===== config.mk =====
export PLATFORM = sky130hd
export DESIGN_NAME = mem_stage_flat
export DESIGN_NICKNAME = d
export VERILOG_FILES = /design/src/rtl/mem_stage_if.sv /design/src/rtl/mem_stage.sv /design/src/flat_wrapper.sv
export SDC_FILE = /design/constraint.sdc
export NUM_CORES = 1
export LEC_CHECK = 0
export ABC_AREA = 0
export CORE_MARGIN = 3
export CORE_UTILIZATION = 46
export CTS_BUF_LIST = sky130_fd_sc_hd__clkbuf_4
export CTS_CLUSTER_SIZE = 25
export DETAILED_ROUTE_END_ITERATION = 8
export PLACE_DENSITY = 0.83
export SLEW_MARGIN = 20
export SYNTH_ARGS = -nofsm -noshare
export SYNTH_HDL_FRONTEND = slang
export SYNTH_SLANG_ARGS = --single-unit

===== constraint.sdc =====
create_clock -name clk -period 2.4 [get_ports clk]
set_clock_uncertainty 0.15 [all_clocks]
set_input_delay 0.36 -clock clk [delete_from_list [all_inputs] [get_ports clk]]
set_output_delay 0.36 -clock clk [all_outputs]
set_load 0.005 [all_outputs]

===== src/rtl/mem_stage_if.sv =====
// Data-memory request/acknowledge bus between the memory stage and the data memory.
interface mem_stage_if;
    logic        DmemReq;
    logic        DmemWe;
    logic [31:0] DmemAddr;
    logic [31:0] DmemWdata;
    logic [3:0]  DmemBe;
    logic [31:0] DmemRdata;
    logic        DmemAck;

    modport master (
        output DmemReq, DmemWe, DmemAddr, DmemWdata, DmemBe,
        input  DmemRdata, DmemAck
    );

    modport slave (
        input  DmemReq, DmemWe, DmemAddr, DmemWdata, DmemBe,
        output DmemRdata, DmemAck
    );
endinterface


===== src/rtl/mem_stage.sv =====
// Memory-access pipeline stage: byte/half/word loads and stores over a req/ack bus.
// Optional access watchdog enabled by defining MEM_TIMEOUT_EN.
module mem_stage #(
    parameter int unsigned TIMEOUT_CYCLES = 16
) (
    input  logic              clk,
    input  logic              rst_n,
    input  logic              ExValid_i,
    input  logic [31:0]       ExAluResult_i,
    input  logic [31:0]       ExStoreData_i,
    input  logic              ExMemRead_i,
    input  logic              ExMemWrite_i,
    input  logic [2:0]        ExFunct3_i,
    input  logic              ExRegWrite_i,
    input  logic [4:0]        ExRd_i,
    output logic              MemStall_o,
    mem_stage_if.master       dmem,
    output logic [31:0]       MemResult_o,
    output logic              MemRegWrite_o,
    output logic [4:0]        MemRd_o,
    output logic              MemMisalign_o
`ifdef MEM_TIMEOUT_EN
    ,
    output logic              MemTimeout_o
`endif
);

    if (TIMEOUT_CYCLES < 1 || TIMEOUT_CYCLES > 255) begin : g_bad_timeout
        $error("mem_stage: TIMEOUT_CYCLES must be in 1..255");
    end

    typedef enum logic {IDLE, ACCESS} state_t;

    state_t      state_q, state_d;
    logic [31:0] res_q, res_d;
    logic        rw_q, rw_d;
    logic [4:0]  rd_q, rd_d;
    logic        mis_q, mis_d;
    logic        req_q, req_d;
    logic        we_q, we_d;
    logic [31:0] addr_q, addr_d;
    logic [31:0] wdata_q, wdata_d;
    logic [3:0]  be_q, be_d;
    // Attributes of the outstanding access, captured when it is issued.
    logic [1:0]  off_q, off_d;
    logic [2:0]  f3_q, f3_d;
    logic        ld_q, ld_d;
    logic        rwl_q, rwl_d;
    logic [4:0]  rdl_q, rdl_d;
`ifdef MEM_TIMEOUT_EN
    localparam logic [7:0] TO_LAST = 8'(TIMEOUT_CYCLES - 1);
    logic [7:0]  cnt_q, cnt_d;
    logic        to_q, to_d;
`endif

    logic        memop, aligned;
    logic [1:0]  off;
    logic [3:0]  be_new;
    logic [31:0] wdata_new;
    logic [7:0]  ld_byte;
    logic [15:0] ld_half;
    logic [31:0] ld_data;
    logic        stall;

    assign memop = ExValid_i & (ExMemRead_i | ExMemWrite_i);
    assign off   = ExAluResult_i[1:0];

    // funct3[1:0] gives the size (00 B, 01 H, else W); funct3[2] selects zero extension.
    always_comb begin
        aligned   = 1'b1;
        be_new    = 4'b1111;
        wdata_new = ExStoreData_i;
        case (ExFunct3_i[1:0])
            2'b00: begin
                be_new    = 4'b0001 << off;
                wdata_new = {4{ExStoreData_i[7:0]}};
            end
            2'b01: begin
                aligned   = ~off[0];
                be_new    = 4'b0011 << off;
                wdata_new = {2{ExStoreData_i[15:0]}};
            end
            default: aligned = (off == 2'b00);
        endcase
    end

    assign ld_byte = 8'(dmem.DmemRdata >> {off_q, 3'b000});
    assign ld_half = off_q[1] ? dmem.DmemRdata[31:16] : dmem.DmemRdata[15:0];

    always_comb begin
        case (f3_q[1:0])
            2'b00:   ld_data = {{24{~f3_q[2] & ld_byte[7]}}, ld_byte};
            2'b01:   ld_data = {{16{~f3_q[2] & ld_half[15]}}, ld_half};
            default: ld_data = dmem.DmemRdata;
        endcase
    end

    always_comb begin
        state_d = state_q;
        res_d   = res_q;
        rw_d    = rw_q;
        rd_d    = rd_q;
        mis_d   = 1'b0;
        req_d   = req_q;
        we_d    = we_q;
        addr_d  = addr_q;
        wdata_d = wdata_q;
        be_d    = be_q;
        off_d   = off_q;
        f3_d    = f3_q;
        ld_d    = ld_q;
        rwl_d   = rwl_q;
        rdl_d   = rdl_q;
        stall   = 1'b0;
`ifdef MEM_TIMEOUT_EN
        cnt_d   = cnt_q;
        to_d    = 1'b0;
`endif
        case (state_q)
            IDLE: begin
                if (memop && !aligned) begin
                    rw_d  = 1'b0;
                    mis_d = 1'b1;
                end else if (memop) begin
                    stall   = 1'b1;
                    state_d = ACCESS;
                    req_d   = 1'b1;
                    we_d    = ~ExMemRead_i;
                    addr_d  = {ExAluResult_i[31:2], 2'b00};
                    wdata_d = wdata_new;
                    be_d    = be_new;
                    off_d   = off;
                    f3_d    = ExFunct3_i;
                    ld_d    = ExMemRead_i;
                    rwl_d   = ExRegWrite_i;
                    rdl_d   = ExRd_i;
                    rw_d    = 1'b0;
`ifdef MEM_TIMEOUT_EN
                    cnt_d   = 8'd0;
`endif
                end else begin
                    res_d = ExAluResult_i;
                    rw_d  = ExValid_i & ExRegWrite_i;
                    rd_d  = ExRd_i;
                end
            end
            ACCESS: begin
                rw_d = 1'b0;
                if (dmem.DmemAck) begin
                    state_d = IDLE;
                    req_d   = 1'b0;
                    if (ld_q) begin
                        res_d = ld_data;
                        rw_d  = rwl_q;
                        rd_d  = rdl_q;
                    end
                end else begin
                    stall = 1'b1;
`ifdef MEM_TIMEOUT_EN
                    // Abort releases the pipeline in the same cycle; the instruction is dropped.
                    if (cnt_q == TO_LAST) begin
                        stall   = 1'b0;
                        state_d = IDLE;
                        req_d   = 1'b0;
                        to_d    = 1'b1;
                    end else begin
                        cnt_d = cnt_q + 8'd1;
                    end
`endif
                end
            end
            default: state_d = IDLE;
        endcase
    end

    always_ff @(posedge clk or negedge rst_n) begin
        if (!rst_n) begin
            state_q <= IDLE;
            res_q   <= '0;
            rw_q    <= 1'b0;
            rd_q    <= '0;
            mis_q   <= 1'b0;
            req_q   <= 1'b0;
            we_q    <= 1'b0;
            addr_q  <= '0;
            wdata_q <= '0;
            be_q    <= '0;
            off_q   <= '0;
            f3_q    <= '0;
            ld_q    <= 1'b0;
            rwl_q   <= 1'b0;
            rdl_q   <= '0;
`ifdef MEM_TIMEOUT_EN
            cnt_q   <= '0;
            to_q    <= 1'b0;
`endif
        end else begin
            state_q <= state_d;
            res_q   <= res_d;
            rw_q    <= rw_d;
            rd_q    <= rd_d;
            mis_q   <= mis_d;
            req_q   <= req_d;
            we_q    <= we_d;
            addr_q  <= addr_d;
            wdata_q <= wdata_d;
            be_q    <= be_d;
            off_q   <= off_d;
            f3_q    <= f3_d;
            ld_q    <= ld_d;
            rwl_q   <= rwl_d;
            rdl_q   <= rdl_d;
`ifdef MEM_TIMEOUT_EN
            cnt_q   <= cnt_d;
            to_q    <= to_d;
`endif
        end
    end

    assign MemStall_o     = stall;
    assign dmem.DmemReq   = req_q;
    assign dmem.DmemWe    = we_q;
    assign dmem.DmemAddr  = addr_q;
    assign dmem.DmemWdata = wdata_q;
    assign dmem.DmemBe    = be_q;
    assign MemResult_o    = res_q;
    assign MemRegWrite_o  = rw_q;
    assign MemRd_o        = rd_q;
    assign MemMisalign_o  = mis_q;
`ifdef MEM_TIMEOUT_EN
    assign MemTimeout_o   = to_q;
`endif

endmodule


===== src/flat_wrapper.sv =====
// flat-port wrapper written by rule: the top's interface ports become plain ports
module mem_stage_flat 
#(
    parameter int unsigned TIMEOUT_CYCLES = 16
)
  (clk, rst_n, ExValid_i, ExAluResult_i, ExStoreData_i, ExMemRead_i, ExMemWrite_i, ExFunct3_i, ExRegWrite_i, ExRd_i, MemStall_o, MemResult_o, MemRegWrite_o, MemRd_o, MemMisalign_o, dmem_DmemReq, dmem_DmemWe, dmem_DmemAddr, dmem_DmemWdata, dmem_DmemBe, dmem_DmemRdata, dmem_DmemAck);
  mem_stage_if dmem_i ();
  input  logic clk;
  input  logic rst_n;
  input  logic ExValid_i;
  input  logic [31:0] ExAluResult_i;
  input  logic [31:0] ExStoreData_i;
  input  logic ExMemRead_i;
  input  logic ExMemWrite_i;
  input  logic [2:0] ExFunct3_i;
  input  logic ExRegWrite_i;
  input  logic [4:0] ExRd_i;
  output logic MemStall_o;
  output logic [31:0] MemResult_o;
  output logic MemRegWrite_o;
  output logic [4:0] MemRd_o;
  output logic MemMisalign_o;
  output wire logic [$bits(dmem_i.DmemReq)-1:0] dmem_DmemReq;
  output wire logic [$bits(dmem_i.DmemWe)-1:0] dmem_DmemWe;
  output wire logic [$bits(dmem_i.DmemAddr)-1:0] dmem_DmemAddr;
  output wire logic [$bits(dmem_i.DmemWdata)-1:0] dmem_DmemWdata;
  output wire logic [$bits(dmem_i.DmemBe)-1:0] dmem_DmemBe;
  input wire logic [$bits(dmem_i.DmemRdata)-1:0] dmem_DmemRdata;
  input wire logic [$bits(dmem_i.DmemAck)-1:0] dmem_DmemAck;
  assign dmem_DmemReq = dmem_i.DmemReq;
  assign dmem_DmemWe = dmem_i.DmemWe;
  assign dmem_DmemAddr = dmem_i.DmemAddr;
  assign dmem_DmemWdata = dmem_i.DmemWdata;
  assign dmem_DmemBe = dmem_i.DmemBe;
  assign dmem_i.DmemRdata = dmem_DmemRdata;
  assign dmem_i.DmemAck = dmem_DmemAck;
  mem_stage #(.TIMEOUT_CYCLES(TIMEOUT_CYCLES)) u_core (.clk(clk), .rst_n(rst_n), .ExValid_i(ExValid_i), .ExAluResult_i(ExAluResult_i), .ExStoreData_i(ExStoreData_i), .ExMemRead_i(ExMemRead_i), .ExMemWrite_i(ExMemWrite_i), .ExFunct3_i(ExFunct3_i), .ExRegWrite_i(ExRegWrite_i), .ExRd_i(ExRd_i), .MemStall_o(MemStall_o), .dmem(dmem_i), .MemResult_o(MemResult_o), .MemRegWrite_o(MemRegWrite_o), .MemRd_o(MemRd_o), .MemMisalign_o(MemMisalign_o));
endmodule

==> run summary <==
The run finished with clean final reports. Dividing the detail-routed wire length by the instance count gives 18.1 um. The tightest hold path in the finished design has a slack of 225 ps.

Cell type contributing the most total cell area after synthesis: sky130_fd_sc_hd__dfrtp_1. The count of maximum capacitance violations is 0. In the synthesized netlist, the number of instances is 667.

The logs give 0.895 for the routability congestion estimate and 17 for the number of buffers created by CTS. Setup repair after global routing left no endpoint under its margin. The signal on the critical path passes through nand2b_1, a211o_2, o21ai_2, dlygate4sd2_1. The tools report the cell at the root of the clock tree as sky130_fd_sc_hd__clkbuf_4.

The part of the total power dissipated in the clock network was 23.9%. The tools report the kind of capture point of the worst setup path as an output port. The placed wire-length estimate was 14.4 mm. Synthesis inferred 120 register bits. In this run the remaining antenna-violating nets after routing total 0. The cell area power density came out at 813 nW/um^2. In the post-synthesis netlist, the cell with the most instances is sky130_fd_sc_hd__nand2_1. From bottom edge to top edge, the die measures 120 um. The routed design has 19.5 mm of wire. The largest fanout on the critical path was 3; the unique cell type count in the Yosys netlist was 46.

The worst setup path is of the flop to output port kind. The critical path's slowest cell was sky130_fd_sc_hd__dfrtp_1. Dividing the final minimum period by the clock period gives 94.6%.

Cell-internal power: 4.88 mW. Switching share of power: 31.9%. The die covers 14400 um^2. For this run, the slowest stage of the critical path takes 420 ps. In this run, the combinational gates consume 36.2% of the power. The via count is 5924, and the clock transition at the registers of the reported paths is 110 ps. Overall fraction of global-route tracks in use: 27.4%.

The total I/O pin count is 221, and the detail-routed via count per cell is 5.52. For the first-pass GRT wire length, the log shows 31.0 mm. The die width was 120 um; the slew of the pin with the lowest slew margin was 896 ps. The logs give 4 for the level count of the clock H-tree and 41 for the total number of placement rows. For the worst setup path, the data required time is 1890 ps. The later pin in the worst-skew pair is clocked with a latency of 530 ps.

The tools report the switching power as 2.29 mW. The count of buffers inserted at the top-level ports was 218. Setup violations remaining at the end of the flow were counted as 0. The number of enable-type register cells in the synthesized netlist is 0. Synthesis warning total: 0.

The maximum buffer depth of the clock tree is 2, and the share of cells above drive strength 1 is 8.65%. The most critical setup path has its startpoint at u_core.state_q$_DFF_PN0_. Once the floorplan was initialized, standard cells occupied 47.2% of the core. The share of synthesized registers carrying an async set or reset was 100%; the maximum vdd drop was 0.399 mV.

Summed over all layers, the global routing overflow is 0. The sequential share of power came out at 40.0%. The commonest cells after synthesis are sky130_fd_sc_hd__nand2_1 (200), sky130_fd_sc_hd__dfrtp_1 (120), sky130_fd_sc_hd__o21ai_0 (53). After synthesis, the cell types taking the most area are sky130_fd_sc_hd__dfrtp_1 (50%), sky130_fd_sc_hd__nand2_1 (13%), sky130_fd_sc_hd__mux2i_1 (6.0%). After routing, the total negative slack on setup checks comes to 0 ps. The logs give 0 for the number of pins with negative max-slew slack in the final report and 7.17 mW for the total power draw. After the first detailed-routing iteration, the DRC count stood at 543. Share of the synthesized area in the top cell type: 50.2%. The startpoint identified for the worst register-to-register timing path is u_core.f3_q[1]$_DFFE_PN0P_. The logs give 0.440 GHz for the highest attainable clock frequency and 59 for the maximum number of pins on one net before global-route repair. The data arrival time of the worst path was 1760 ps.

Summing every instance area after synthesis gives 5980 um^2. The min-delay analysis places its worst path in the category input pin to flop. For the area inside the core boundary, the log shows 12700 um^2. A synthesized cell averages 8.97 um^2.

Antenna cell count: 0. Headroom to the max-slew limit came out at 40.1%. Sequential cells were found to cover 50.2% of the synthesized design area. The iteration count of the initial detailed-routing pass came out at 5.

Number of antenna violations at the first check in global routing: 0. TritonCTS built the clock tree. The worst path needs 2270 ps of the cycle, external delays included.

The startpoint identified for the worst hold timing path is ExRd_i[0]. After detailed routing, the number of remaining DRC violations is 0. CTS saw 120 sinks. Summed over all cells, the static leakage comes to 3.91 nW. The startpoint class of the critical path is a flop. The number of global-route vias before repair came out at 6063. The predominant post-synthesis flop cell was sky130_fd_sc_hd__dfrtp_1. The growth of design area from synthesis to finish was 47.4%; the final net count was 1000. The tools report the hold violation count in the final report as 0.
critical path, delay by kind of cell (launching register included):
kind	cells	cell delay, ps
DFF	1	420
AOI/OAI and AO/OA	2	380
buffers and inverters	1	260
and+or+nand+nor	1	180
placed cells by master, fill, tap and decap left out, drive strengths merged, types with 5 or more instances in the layout:
cell type and count:
nand3 16, o41ai 16, nor2 21, dfrtp 120, o221ai 15, o21ai 65
bufinv 5, nor3 9, clkbuf 17, a221o 7, nand2 200, clkdlybuf4s50 216
nor2b 16, clkinv 10, mux2i 37, a21oi 39, buf 39, a21boi 16
path summary, 6_finish.rpt:
| path | endpoint | slack (ps) | cells past startpoint |
|---|---|---|---|
| setup / recovery | MemStall_o | 130 | 4 |
| setup reg to reg | u_core.MemResult_o[31]$_DFFE_PN0P_ | 380 | 4 |
| max in group asynchronous | u_core.MemRd_o[3]$_DFFE_PN0P_ | 1200 | 3 |
| hold / removal | u_core.rdl_q[0]$_DFFE_PN0P_ | 220 | 3 |
| min in group asynchronous | u_core.MemResult_o[23]$_DFFE_PN0P_ | 230 | 2 |
| hold reg to reg | u_core.dmem.DmemAddr[3]$_DFFE_PN0P_ | 330 | 2 |
cell type report:
cell class / instances / area [um^2]
clock buffers: 17 / 128
well taps: 172 / 215
flip-flops and latches: 120 / 3000
repair buffers: 257 / 2540
inverters: 5 / 18.8
fillers: 993 / 3850
clock inverters: 15 / 206
multi-input cells: 488 / 2710
power by group through the flow:
| stage | Clock [mW] | Sequential [mW] | Combinational (mW) |
|---|---|---|---|
| 4_1_cts | 1.73 | 2.86 | 2.60 |
| 6_report | 1.71 | 2.87 | 2.59 |
| 3_5_place_dp | 0 | 2.89 | 2.59 |
| 5_1_grt | 1.83 | 2.93 | 2.83 |
| 2_1_floorplan | 0 | 2.86 | 1.04 |
| 3_3_place_gp | 0 | 2.86 | 2.51 |
cell families (layout without fill, tap and decap cells):
family	after synthesis	after routing	share of synthesized area, %
other	1	2	0.0627
flip-flops	120	120	50.2
AO/OA/AOI/OAI	173	173	18.7
XOR/XNOR	1	1	0.146
buffers and inverters	60	294	4.98
multiplexers	38	38	6.63
AND/OR/NAND/NOR	274	274	19.3
per-layer routing:
metal	track usage (%)	wire length, um
met2	45.3	9500
met4	8.88	331
met5	0	0
met3	9.19	1820
met1	34.0	7840
timing repair:
item,4_1_cts,5_1_grt
setup endpoints to repair,1,1
hold buffers,1,0
hold endpoints to repair,41,0
gates resized for setup,1,2
setup buffers,0,1
stage by stage:
stage	cell area, um^2	utilization (%)	instances	setup slack (ps)
3_5_place_dp	8460	66.8	1040	-189
4_1_cts	8810	69.5	1073	27.0
5_1_grt	8820	69.6	1074	40.8
6_report	8820	69.6	1074	129
2_1_floorplan	5990	-	668	380
3_3_place_gp	8460	66.8	1040	-144
registers in the layout (all words and copies together) (netlist names):
signal / count
u_core.dmem.DmemWdata: 32
u_core.MemResult_o: 32
u_core.dmem.DmemAddr: 30
u_core.f3_q: 3
u_core.state_q: 1
u_core.off_q: 2
u_core.MemRd_o: 5
u_core.dmem.DmemBe: 4
u_core.dmem.DmemWe: 1
u_core.rwl_q: 1
u_core.MemMisalign_o: 1
u_core.dmem.DmemReq: 1
u_core.ld_q: 1
u_core.rdl_q: 5
u_core.MemRegWrite_o: 1
Note: power is estimated with default switching activity, not from simulation.
